### config.mk
export PLATFORM = sky130hd
export DESIGN_NAME = xg_video_timing
export DESIGN_NICKNAME = d
export VERILOG_FILES = /design/src/rtl/xg_pkg.sv /design/src/rtl/xg_delay_line.sv /design/src/rtl/xg_video_timing.sv
export SDC_FILE = /design/constraint.sdc
export NUM_CORES = 1
export LEC_CHECK = 0
export CORE_MARGIN = 2
export CORE_UTILIZATION = 40
export DETAILED_ROUTE_END_ITERATION = 12
export GPL_TIMING_DRIVEN = 0
export PLACE_DENSITY = 0.66
export SYNTH_ARGS = -nofsm -noshare
export SYNTH_HDL_FRONTEND = slang
export SYNTH_SLANG_ARGS = --single-unit
### constraint.sdc
create_clock -name clk_25 -period 7 [get_ports clk_25]
set_clock_uncertainty 0.05 [all_clocks]
set_input_delay 0.7 -clock clk_25 [delete_from_list [all_inputs] [get_ports clk_25]]
set_output_delay 0.7 -clock clk_25 [all_outputs]
set_load 0.03 [all_outputs]
### src/rtl/xg_pkg.sv
// Shared XenonGecko video definitions: 640x480@60 raster defaults, TMDS
// control codes and the beam position type.
package xg_pkg;

  localparam int XG_H_ACTIVE   = 640;
  localparam int XG_H_FP       = 16;
  localparam int XG_H_SYNC     = 96;
  localparam int XG_H_BP       = 48;
  localparam int XG_V_ACTIVE   = 480;
  localparam int XG_V_FP       = 10;
  localparam int XG_V_SYNC     = 2;
  localparam int XG_V_BP       = 33;
  localparam int XG_DRAW_DELAY = 8;
  localparam int XG_TILE_H     = 8;
  localparam int XG_ROW_STRIDE = 80;
  localparam int XG_BASE_W     = 13;

  // Control-period symbols sent by the TMDS encoder, indexed by {c1, c0}.
  localparam logic [9:0] XG_TMDS_CTRL_00 = 10'b1101010100;
  localparam logic [9:0] XG_TMDS_CTRL_01 = 10'b0010101011;
  localparam logic [9:0] XG_TMDS_CTRL_10 = 10'b0101010100;
  localparam logic [9:0] XG_TMDS_CTRL_11 = 10'b1010101011;

  typedef struct packed {
    logic [9:0] col;
    logic [9:0] line;
  } xg_beam_t;

endpackage

### src/rtl/xg_delay_line.sv
// Reset-clearable shift register: data_o is data_i delayed DEPTH cycles.
module xg_delay_line
  import xg_pkg::*;
#(
  parameter int WIDTH = 1,
  parameter int DEPTH = 1
) (
  input  logic             clk_25,
  input  logic             rst,
  input  logic [WIDTH-1:0] data_i,
  output logic [WIDTH-1:0] data_o
);

  logic [WIDTH-1:0] stage_q [DEPTH];

  always_ff @(posedge clk_25) begin
    if (rst) begin
      for (int i = 0; i < DEPTH; i++) begin
        stage_q[i] <= '0;
      end
    end else begin
      stage_q[0] <= data_i;
      for (int i = 1; i < DEPTH; i++) begin
        stage_q[i] <= stage_q[i-1];
      end
    end
  end

  assign data_o = stage_q[DEPTH-1];

endmodule

### src/rtl/xg_video_timing.sv
// Raster timing and render sequencing for the XenonGecko video path.
// Optional line interrupt is built when XG_TIMING_LINE_IRQ_EN is defined.
module xg_video_timing
  import xg_pkg::*;
#(
  parameter int   H_ACTIVE   = XG_H_ACTIVE,
  parameter int   H_FP       = XG_H_FP,
  parameter int   H_SYNC     = XG_H_SYNC,
  parameter int   H_BP       = XG_H_BP,
  parameter int   V_ACTIVE   = XG_V_ACTIVE,
  parameter int   V_FP       = XG_V_FP,
  parameter int   V_SYNC     = XG_V_SYNC,
  parameter int   V_BP       = XG_V_BP,
  parameter logic HSYNC_POL  = 1'b0,
  parameter logic VSYNC_POL  = 1'b0,
  parameter int   DRAW_DELAY = XG_DRAW_DELAY,
  parameter int   TILE_H     = XG_TILE_H,
  parameter int   ROW_STRIDE = XG_ROW_STRIDE,
  parameter int   BASE_W     = XG_BASE_W,
  localparam int  H_TOTAL    = H_ACTIVE + H_FP + H_SYNC + H_BP,
  localparam int  V_TOTAL    = V_ACTIVE + V_FP + V_SYNC + V_BP,
  localparam int  CW         = $clog2(H_TOTAL),
  localparam int  LW         = $clog2(V_TOTAL),
  localparam int  TW         = $clog2(TILE_H)
) (
  input  logic              clk_25,
  input  logic              rst,
  input  logic [BASE_W-1:0] frame_base,
`ifdef XG_TIMING_LINE_IRQ_EN
  input  logic [LW-1:0]     line_cmp,
  input  logic              irq_ack,
  output logic              line_irq,
`endif
  output logic [CW-1:0]     col,
  output logic [LW-1:0]     line,
  output logic              render_area,
  output logic              draw_area,
  output logic              vde,
  output logic              draw_hsync,
  output logic              draw_vsync,
  output logic              swap_pattern,
  output logic              swap_attribute,
  output logic [BASE_W-1:0] next_row_base,
  output logic [TW-2:0]     next_line_pair,
  output logic              frame_start
);

  localparam logic [CW-1:0]     COL_LAST  = CW'(H_TOTAL - 1);
  localparam logic [CW-1:0]     COL_ACT   = CW'(H_ACTIVE);
  localparam logic [LW-1:0]     LINE_LAST = LW'(V_TOTAL - 1);
  localparam logic [LW-1:0]     LINE_ACT  = LW'(V_ACTIVE);
  localparam logic [CW:0]       HS_START  = (CW+1)'(H_ACTIVE + H_FP);
  localparam logic [CW:0]       HS_STOP   = (CW+1)'(H_ACTIVE + H_FP + H_SYNC);
  localparam logic [LW:0]       VS_START  = (LW+1)'(V_ACTIVE + V_FP);
  localparam logic [LW:0]       VS_STOP   = (LW+1)'(V_ACTIVE + V_FP + V_SYNC);
  localparam logic [TW-1:0]     TILE_LAST = TW'(TILE_H - 1);
  localparam logic [BASE_W-1:0] STRIDE    = BASE_W'(ROW_STRIDE);

  logic [CW-1:0]     col_q, col_d;
  logic [LW-1:0]     line_q, line_d;
  logic              render_q, render_d;
  logic              hsync_q, hsync_d;
  logic              vsync_q, vsync_d;
  logic              swap_pattern_q, swap_pattern_d;
  logic              swap_attribute_q, swap_attribute_d;
  logic              frame_start_q, frame_start_d;
  logic [BASE_W-1:0] base_q, base_d;
  logic              vde_q;
  logic              line_end_d, frame_last_d, line_vis_d, frame_wrap;
  logic [2:0]        dly_in, dly_out;

  always_comb begin
    col_d  = col_q + 1'b1;
    line_d = line_q;
    if (col_q == COL_LAST) begin
      col_d  = '0;
      line_d = (line_q == LINE_LAST) ? '0 : line_q + 1'b1;
    end
  end

  assign frame_wrap = (col_q == COL_LAST) && (line_q == LINE_LAST);

  // Area and strobe flags are computed from the next beam position so that the
  // registered copies line up with the counters they describe.
  always_comb begin
    line_end_d       = (col_d == COL_LAST);
    frame_last_d     = (line_d == LINE_LAST);
    line_vis_d       = (line_d < LINE_ACT);
    render_d         = (col_d < COL_ACT) && line_vis_d;
    hsync_d          = ({1'b0, col_q} >= HS_START) && ({1'b0, col_q} < HS_STOP);
    vsync_d          = ({1'b0, line_q} >= VS_START) && ({1'b0, line_q} < VS_STOP);
    swap_pattern_d   = line_end_d && ((line_vis_d && line_d[0]) || frame_last_d);
    swap_attribute_d = line_end_d &&
                       ((line_vis_d && (line_d[TW-1:0] == TILE_LAST)) || frame_last_d);
    frame_start_d    = (col_d == '0) && (line_d == '0);
    base_d           = base_q;
    if (swap_attribute_q) begin
      base_d = base_q + STRIDE;
    end
    if (frame_wrap) begin
      base_d = frame_base;
    end
  end

  always_ff @(posedge clk_25) begin
    if (rst) begin
      col_q            <= '0;
      line_q           <= '0;
      render_q         <= 1'b1;
      hsync_q          <= 1'b0;
      vsync_q          <= 1'b0;
      swap_pattern_q   <= 1'b0;
      swap_attribute_q <= 1'b0;
      frame_start_q    <= 1'b0;
      base_q           <= '0;
    end else begin
      col_q            <= col_d;
      line_q           <= line_d;
      render_q         <= render_d;
      hsync_q          <= hsync_d;
      vsync_q          <= vsync_d;
      swap_pattern_q   <= swap_pattern_d;
      swap_attribute_q <= swap_attribute_d;
      frame_start_q    <= frame_start_d;
      base_q           <= base_d;
    end
  end

  // Syncs travel active-high through the pipeline and take their polarity at the output.
  assign dly_in = {render_q, hsync_q, vsync_q};

  xg_delay_line #(
    .WIDTH (3),
    .DEPTH (DRAW_DELAY)
  ) u_draw_dly (
    .clk_25 (clk_25),
    .rst    (rst),
    .data_i (dly_in),
    .data_o (dly_out)
  );

  always_ff @(posedge clk_25) begin
    if (rst) begin
      vde_q <= 1'b0;
    end else begin
      vde_q <= dly_out[2];
    end
  end

`ifdef XG_TIMING_LINE_IRQ_EN
  logic line_irq_q, line_irq_d;

  always_comb begin
    line_irq_d = line_irq_q;
    if (irq_ack) begin
      line_irq_d = 1'b0;
    end
    if ((col_q == COL_ACT) && (line_q == line_cmp)) begin
      line_irq_d = 1'b1;
    end
  end

  always_ff @(posedge clk_25) begin
    if (rst) begin
      line_irq_q <= 1'b0;
    end else begin
      line_irq_q <= line_irq_d;
    end
  end

  assign line_irq = line_irq_q;
`endif

  assign col            = col_q;
  assign line           = line_q;
  assign render_area    = render_q;
  assign draw_area      = dly_out[2];
  assign vde            = vde_q;
  assign draw_hsync     = dly_out[1] ^ ~HSYNC_POL;
  assign draw_vsync     = dly_out[0] ^ ~VSYNC_POL;
  assign swap_pattern   = swap_pattern_q;
  assign swap_attribute = swap_attribute_q;
  assign next_row_base  = base_q;
  assign next_line_pair = line_q[TW-1:1] + 1'b1;
  assign frame_start    = frame_start_q;

endmodule

; ---- Word-level counts from Yosys, hierarchy flattened
; Memory sizes are Yosys's and may differ from the RTL's.
; Index checks and enable logic that the tools add are counted.
; W data, S select, Z words.
[totals]
regBits = 40
ram_bits = 24
wordCells = 66
memories = 1
[mem_list]
columns = name, words, word_bits, read_ports, rd_clocked_by_memory_dff, write_ports, line
row1 = u_draw_dly.stage_q, 8, 3, 8, 0, 8, xg_delay_line.sv:14  ; logic [WIDTH-1:0] stage_q [DEPTH];
[classes]
add_sub_neg = 4
magnitude_cmp = 6
eq_ne = 5
muxes = 16
bitwise_logic = 10
n_reduce_logical = 14
[ops]
columns = cell, n
row1 = $eq A10 B10 Y1 const B, 4
row2 = $mux W10, 3
row3 = $mux W13, 2
row4 = $mux W3, 8
row5 = $add A10 B1 Y10 const B, 2
row6 = $logic_not A10 Y1, 2
row7 = $lt A10 B10 Y1 const B, 2
row8 = $lt A10 B9 Y1 const B, 2
row9 = $add A13 B7 Y13 const B, 1
row10 = $ge A10 B10 Y1 const B, 1
row11 = $ge A10 B9 Y1 const B, 1
row12 = $logic_and A1 B1 Y1, 9
row13 = $or A1 B1 Y1, 8
row14 = $eq A3 B3 Y1 const B, 1
row15 = $mux W1, 3
row16 = $add A2 B1 Y2 const B, 1
row17 = $logic_or A1 B1 Y1, 2
row18 = $not A1 Y1, 2
row19 = $reduce_bool A2 Y1, 1

; ---- Depth between registers and ports, before layout
; Gate-level depths: netlist of the first run.
[depth]
ltp_word = 7
depth_mapped = 10

; ---- Cells and area by module
; From an unflattened synthesis of the first run, not the netlist that was laid out.
[unflattened]
cells_unflattened = 308
hier_area_um2 = 2910.3
[modules_own_cells]
columns = module, n_inst, cells_per_inst, area_each_um2, seq_area_each_um2
row1 = xg_video_timing, 1, 258, 2217.1, 800.8
row2 = xg_delay_line, 1, 50, 693.2, 480.5

; ---- Worst setup path after synthesis of the first run
; OpenSTA, ideal clock, no wires.
[synth_timing]
path_type = register to register
startpoint = register col_q[1] (netlist: col[1])
endpoint = register swap_attribute_q (netlist: swap_attribute)
arrival_ns = 2.504
path_slack_ns = 4.366
path_stages_with_launch = 10
synth_period_minus_slack_ns = 2.634
cell_sequence = dfxtp_1 > ha_1 > nand3_1 > or3_1 > buf_2 > buf_6 > o31a_1 > o221ai_2 > nand3_1 > a211oi_2
[synth_via]
elab_chain_cells = 6
[synth_rtl]
columns = item, line
row1 = start: declaration, xg_video_timing.sv:59  ; logic [CW-1:0] col_q, col_d;
row2 = start signal: assignment, xg_video_timing.sv:117  ; col_q <= col_d;
row3 = $eq A10 B10 Y1, xg_video_timing.sv:75  ; if (col_q == COL_LAST) begin
row4 = $mux W10, xg_video_timing.sv:75
row5 = $lt A10 B9 Y1 / $eq A3 B3 Y1 (equally long branches), "xg_video_timing.sv:88, xg_video_timing.sv:94"
row6 = $logic_and A1 B1 Y1, xg_video_timing.sv:94  ; ((line_vis_d && (line_d[TW-1:0] == TILE_LAST)) || frame_last_d);
row7 = $logic_or A1 B1 Y1, xg_video_timing.sv:94
row8 = $logic_and A1 B1 Y1 *, xg_video_timing.sv:93  ; swap_attribute_d = line_end_d &&
row9 = end signal: assignment, xg_video_timing.sv:123  ; swap_attribute_q <= swap_attribute_d;
row10 = end: declaration, xg_video_timing.sv:65  ; logic swap_attribute_q, swap_attribute_d;
; Mark *: on every way between the ends. The rest lies on a longest branch, timed or not.
; A chain may end at the register's enable or synchronous reset.

; ---- Worst setup path in the final report of the first run
[layout_timing]
startpoint = register col_q[0] (netlist: col[0])
endpoint = register base_q[1] (netlist: next_row_base[1])
[layout_via]
elab_chain_cells = 3
[layout_rtl]
columns = item, line
row1 = $eq A10 B10 Y1 *, xg_video_timing.sv:81  ; assign frame_wrap = (col_q == COL_LAST) && (line_q == LINE_LAST);
row2 = $logic_and A1 B1 Y1 *, xg_video_timing.sv:81
row3 = $mux W13 / $reduce_bool A2 Y1 (equally long branches), -
row4 = end signal: assignment, xg_video_timing.sv:125  ; base_q <= base_d;
row5 = end: declaration, xg_video_timing.sv:67  ; logic [BASE_W-1:0] base_q, base_d;
; Marks and branches as above.

==> flow_metrics.tcl, run 1 <==
set metrics [dict create \
    status "finished, final reports clean" \
    synth_fp_nets 331 \
    reg2reg_setup_slack_ps 4200 \
    min_path_type "register to register" \
    synth_warnings 0 \
    fin_util_pct 55.4 \
    clockRootBuffer "clkbuf_8" \
    gp_congestion 0.855 \
    tns_ps 0 \
    worstSetupEndpointType "register" \
    yosys.area.top_type "dfxtp_1" \
    overflow 0 \
    yosysSeqAreaShare_pct 45.0 \
    synth.most_common_cell "dfxtp_1" \
    ir_worst_vdd_mv 0.130 \
    worstReg2RegEnd "next_row_base[1]" \
    cts_buffers 9 \
    drv_slew 0 \
    worst-path-max-fanout 10 \
    yosys.area.top_type_share_pct 45.0 \
    rr_worst_depth 8 \
    wire_per_inst_um 13.7 \
    path_clk_slew_ps 70 \
    first_pass_iters 4 \
    drive_gt1_share_pct 8.16 \
    clk_latency_ps 330 \
    synth.area.top_cells "dfxtp_1 45%, nor2b_1 6.6%, nor2_1 5.0%" \
    io_buffers 56 \
    antenna_found_initial 0 \
    power_density_nw_per_um2 213 \
    cts_setup_buffers 0 \
    vias 2427 \
    arrival_ps 2960 \
    finalHoldViolCount 0 \
    max-cap-violations 0 \
    period_needed_ps 2800 \
    synth_edf_count 0 \
    synth_ff_type "dfxtp_1" \
    die_area_um2 7820 \
    critical_path.endpoint "next_row_base[1]" \
    fin_nets 398 \
    die_y_um 88.4 \
    setup_violations 0 \
    die_w_um 88.4 \
    ctsResizeCount 0 \
    worst_pin_slew_ps 550 \
    grt_max_degree 13 \
    cts_hold_buf 0 \
    crit_type "register to register" \
    rr_startpoint "col[0]" \
    cts_tree "done" \
    cp-start-kind "register" \
    cts_max_path_buffers 2 \
    antenna_cells 0 \
    viasPerCell 5.10 \
    fmax_mhz 357 \
    required_ps 7160 \
    synth_cell_types 51 \
    first_global_vias 2387 \
    rows 30 \
    yosys-top-cells-count "64 x dfxtp_1, 38 x nor2_1, 30 x nor2b_1" \
    fillers 661 \
    p_leak_nw 1.39 \
    io_pins 58 \
    drc 0 \
    max-slew-margin-rel_pct 63.0 \
    ant_nets 0 \
    grt_pass1_wl_mm 11.0 \
    avgSynthCellArea_um2 9.25 \
    setup_ws_ps 4200 \
    drt_iter0_markers 140 \
    rsz0062_at_grt "no" \
    syn_area_um2 2850 \
    hold-worst-slack_ps 390 \
    hpwlAfterDp_mm 4.68 \
    track_usage_pct 18.2 \
    start_util_pct 41.7 \
    cts_num_sinks 64 \
    finalCritPeriodShare_pct 40.0 \
    async_flop_share_pct 0 \
    core_um2 6830 \
    drt_wl_total_mm 6.54 \
    synthCells 308 \
    ctsHtreeMaxLevel 3 \
    dp_slack_ps 4200 \
    synth_seq_cells 64 \
    areaGrowthSynthToFinish_pct 32.7 \
    crit_start "col[0]" \
]
flip-flops by register name, indices dropped and copies added, names as in the netlist, 10 cells and up:
signal and cells:
line 10, u_draw_dly.stage_q 24, next_row_base 13, col 10
layout by cell type, fill, tap and decap left out, drive strengths merged, types with 4 or more instances in the layout:
cell type,count
nor2b,30
nand2,10
nand4,6
dfxtp,64
xor2,8
clkbuf,25
clkdlybuf4s50,56
nand3,12
a21oi,6
nor4,7
nor3,9
inv,9
xnor2,10
o21ai,5
ha,8
mux2i,8
a211oi,11
nor2,38
or3,4
buf,7
and4,4
cell type report:
class	instances	area, um^2	area share (%)
clock buffers	10	138	3.64
well taps	96	120	3.17
inverters	8	30.0	0.794
flip-flops and latches	64	1280	33.9
multi-input cells	214	1430	37.7
clock inverters	6	115	3.04
plain buffers	22	111	2.94
repair buffers	56	561	14.8
per-layer routing:
metal | part of all wire, % | vias to the layer above | track usage [%]
met3 | 5.5 | 6 | 6.44
met5 | 0 | - | 0
met4 | 0.95 | 0 | 7.16
met2 | 48 | 68 | 28.6
li1 | - | 1211 | -
met1 | 46 | 1142 | 22.8
how the worst min path moves through the flow:
stage | depth (start not counted) | from | end | slack [ps]
final | 1 | hsync_q | u_draw_dly.stage_q[0][1] | 390
after global placement | 1 | vsync_q | u_draw_dly.stage_q[0][0] | 370
after global routing | 1 | hsync_q | u_draw_dly.stage_q[0][1] | 400
after detailed placement | 1 | hsync_q | u_draw_dly.stage_q[0][1] | 380
after CTS | 1 | hsync_q | u_draw_dly.stage_q[0][1] | 390
after floorplan | 1 | vsync_q | u_draw_dly.stage_q[0][0] | 360
metrics by stage:
step / area [um^2] / std cells / total power, W
finish: 3780 / 476 / 0.000805
global route: 3780 / 476 / 0.000836
CTS: 3780 / 476 / 0.000819
detailed placement: 3530 / 460 / 0.000422
global placement: 3530 / 460 / 0.000422
floorplan: 2850 / 308 / 0.000403
where the power goes:
group,internal [W],switching (W)
Clock,0.000248,0.000144
Sequential,0.000368,0.00000381
Combinational,0.0000190,0.0000228
Total,0.000635,0.000170
critical path: stages, from the launching register on:
cell and delay, ps:
dfxtp_1 430, ha_1 290, nand3_1 260, nor3_1 350
clkbuf_1 460, nand2_1 260, clkbuf_1 310, mux2i_1 230
nor2_1 50
kinds of logic (layout without fill, tap and decap cells):
family                     count (synthesis)  count (layout)  share of synthesized area [%]
and+or+nand+nor                          136             136                           26.1
DFF                                       64              64                           45.0
AOI/OAI and AO/OA                         44              44                           12.2
buffers and inverters                     30             102                           4.96
xor gates and xnor gates                  18              18                           5.53
adders and majority gates                  8               8                           3.51
muxes                                      8               8                           2.81
No activity file was read; power rests on OpenSTA's default activity.
==> run 2, diff against run 1 <==
clock period = 2.6 ns   (was 7 ns; I/O delays follow)
==> flow_metrics.tcl, run 2 (synthesis results as in run 1) <==
set metrics [dict create \
    overflow 0 \
    clockRootBuffer "clkbuf_8" \
    first_global_vias 2443 \
    holdPathEnd "col[2]" \
    drive_gt1_share_pct 13.0 \
    antenna_cells 0 \
    final_common_cell "dfxtp_1" \
    rr_startpoint "col[5]" \
    hp-start "rst" \
    die_area_um2 7820 \
    status "finished, final reports clean" \
    reg2reg_setup_slack_ps 100 \
    path_clk_slew_ps 80 \
    first_pass_iters 4 \
    worstReg2RegEnd "render_area" \
    tns_ps 0 \
    ir_worst_vdd_mv 0.343 \
    ctsHtreeMaxLevel 3 \
    finalHoldViolCount 0 \
    clk_latency_ps 340 \
    largest_register_ffs 24 \
    min_path_type "primary input to register" \
    cp-start-kind "register" \
    finalCritPeriodShare_pct 96.3 \
    fmax_mhz 400 \
    cts_max_path_buffers 2 \
    cts_num_sinks 64 \
    grt_max_degree 14 \
    gp_congestion 0.878 \
    required_ps 2820 \
    largest_register "u_draw_dly.stage_q" \
    drt_iter0_markers 101 \
    start_util_pct 41.7 \
    min_path_cells 2 \
    grt_pass1_wl_mm 11.4 \
    setup_violations 0 \
    regArea_um2 1280 \
    cts_tree "done" \
    drv_slew 0 \
    fin_nets 404 \
    die_w_um 88.4 \
    die_y_um 88.4 \
    ant_nets 0 \
    crit_type "register to register" \
    placed_area_um2 3530 \
    drt_wl_total_mm 6.71 \
    cts_hold_buf 0 \
    multi_input_area_um2 1530 \
    viasPerCell 5.10 \
    areaGrowthSynthToFinish_pct 37.3 \
    rsz0062_at_grt "yes" \
    antenna_found_initial 0 \
    fin_cells 482 \
    wire_per_inst_um 13.9 \
    cts_buffers 9 \
    drc 0 \
    final_cell_mix "62 x dfxtp_1, 56 x clkdlybuf4s50_1, 38 x nor2_1, 30 x nor2b_1, 13 x clkbuf_1" \
    io_buffers 56 \
    vias 2458 \
    rows 30 \
    arrival_ps 2720 \
    period_needed_ps 2500 \
    hold-worst-slack_ps 285 \
    rr_worst_depth 11 \
    worst_pin_slew_ps 562 \
    worst-path-max-fanout 10 \
    core_um2 6830 \
    worstSetupEndpointType "register" \
    dp.cells 460 \
    max-cap-violations 0 \
    io_pins 58 \
    p_leak_nw 1.42 \
    final_area_um2 3910 \
    max-slew-margin-rel_pct 62.6 \
    track_usage_pct 18.8 \
    hpwlAfterDp_mm 4.72 \
    fillers 656 \
    power_density_nw_per_um2 534 \
]
-- run 2: metrics by stage --
| stage | util, % | setup slack (ps) | total power [W] |
|---|---|---|---|
| floorplan | - | 92.5 | 0.00109 |
| global placement | 51.7 | -175 | 0.00114 |
| detailed placement | 51.7 | -248 | 0.00114 |
| CTS | 55.5 | 18.0 | 0.00211 |
| global route | 57.3 | -31.6 | 0.00218 |
| finish | 57.3 | 97.4 | 0.00209 |
-- run 2: worst max-delay path by stage --
stage	start	to	slack (ps)	cells after the start
after floorplan	col[4]	swap_attribute	90	9
after global placement	line[2]	swap_attribute	-180	7
after detailed placement	line[2]	swap_attribute	-250	7
after CTS	col[0]	swap_attribute	20	9
after global routing	col[5]	render_area	-30	11
final	col[5]	render_area	100	11
-- run 2: area by class of cell --
| type | instances | area share (%) |
|---|---|---|
| clock buffer | 9 | 3.16 |
| multi-input combinational | 214 | 39.0 |
| timing repair buffer | 63 | 15.7 |
| inverter | 8 | 0.767 |
| tap | 96 | 3.07 |
| sequential | 64 | 32.8 |
| buffer | 21 | 2.88 |
| clock inverter | 7 | 2.65 |
-- run 2: worst max-delay path, cell delays in order, from the launching register on --
cell and delay [ps]:
dfxtp_1 330, buf_6 130, or2_1 230, buf_6 140
or3_1 330, buf_4 170, buf_6 150, o31a_1 270
o221ai_2 230, buf_4 160, nand2_1 50, o21bai_1 160
-- run 2: timing repair --
item / CTS / global route
buffers inserted: 0 / 7
pin swaps: 0 / 5
gates resized for setup: 7 / 14
endpoints found under the setup margin: 15 / 15
-- run 2: power breakdown --
| part | internal, W | total [W] | switching, W |
|---|---|---|---|
| Combinational | 0.0000548 | 0.000119 | 0.0000639 |
| Sequential | 0.000990 | 0.00100 | 0.0000121 |
| Clock | 0.000551 | 0.000969 | 0.000418 |
-- run 2: per-layer routing --
| metal | track usage, % | share of wire (%) | up-vias |
|---|---|---|---|
| met3 | 6.34 | 5.7 | 11 |
| met4 | 6.61 | 1.4 | 0 |
| met1 | 23.1 | 45 | 1150 |
| met5 | 0 | 0 | - |
| li1 | - | - | 1233 |
| met2 | 30.7 | 47 | 64 |
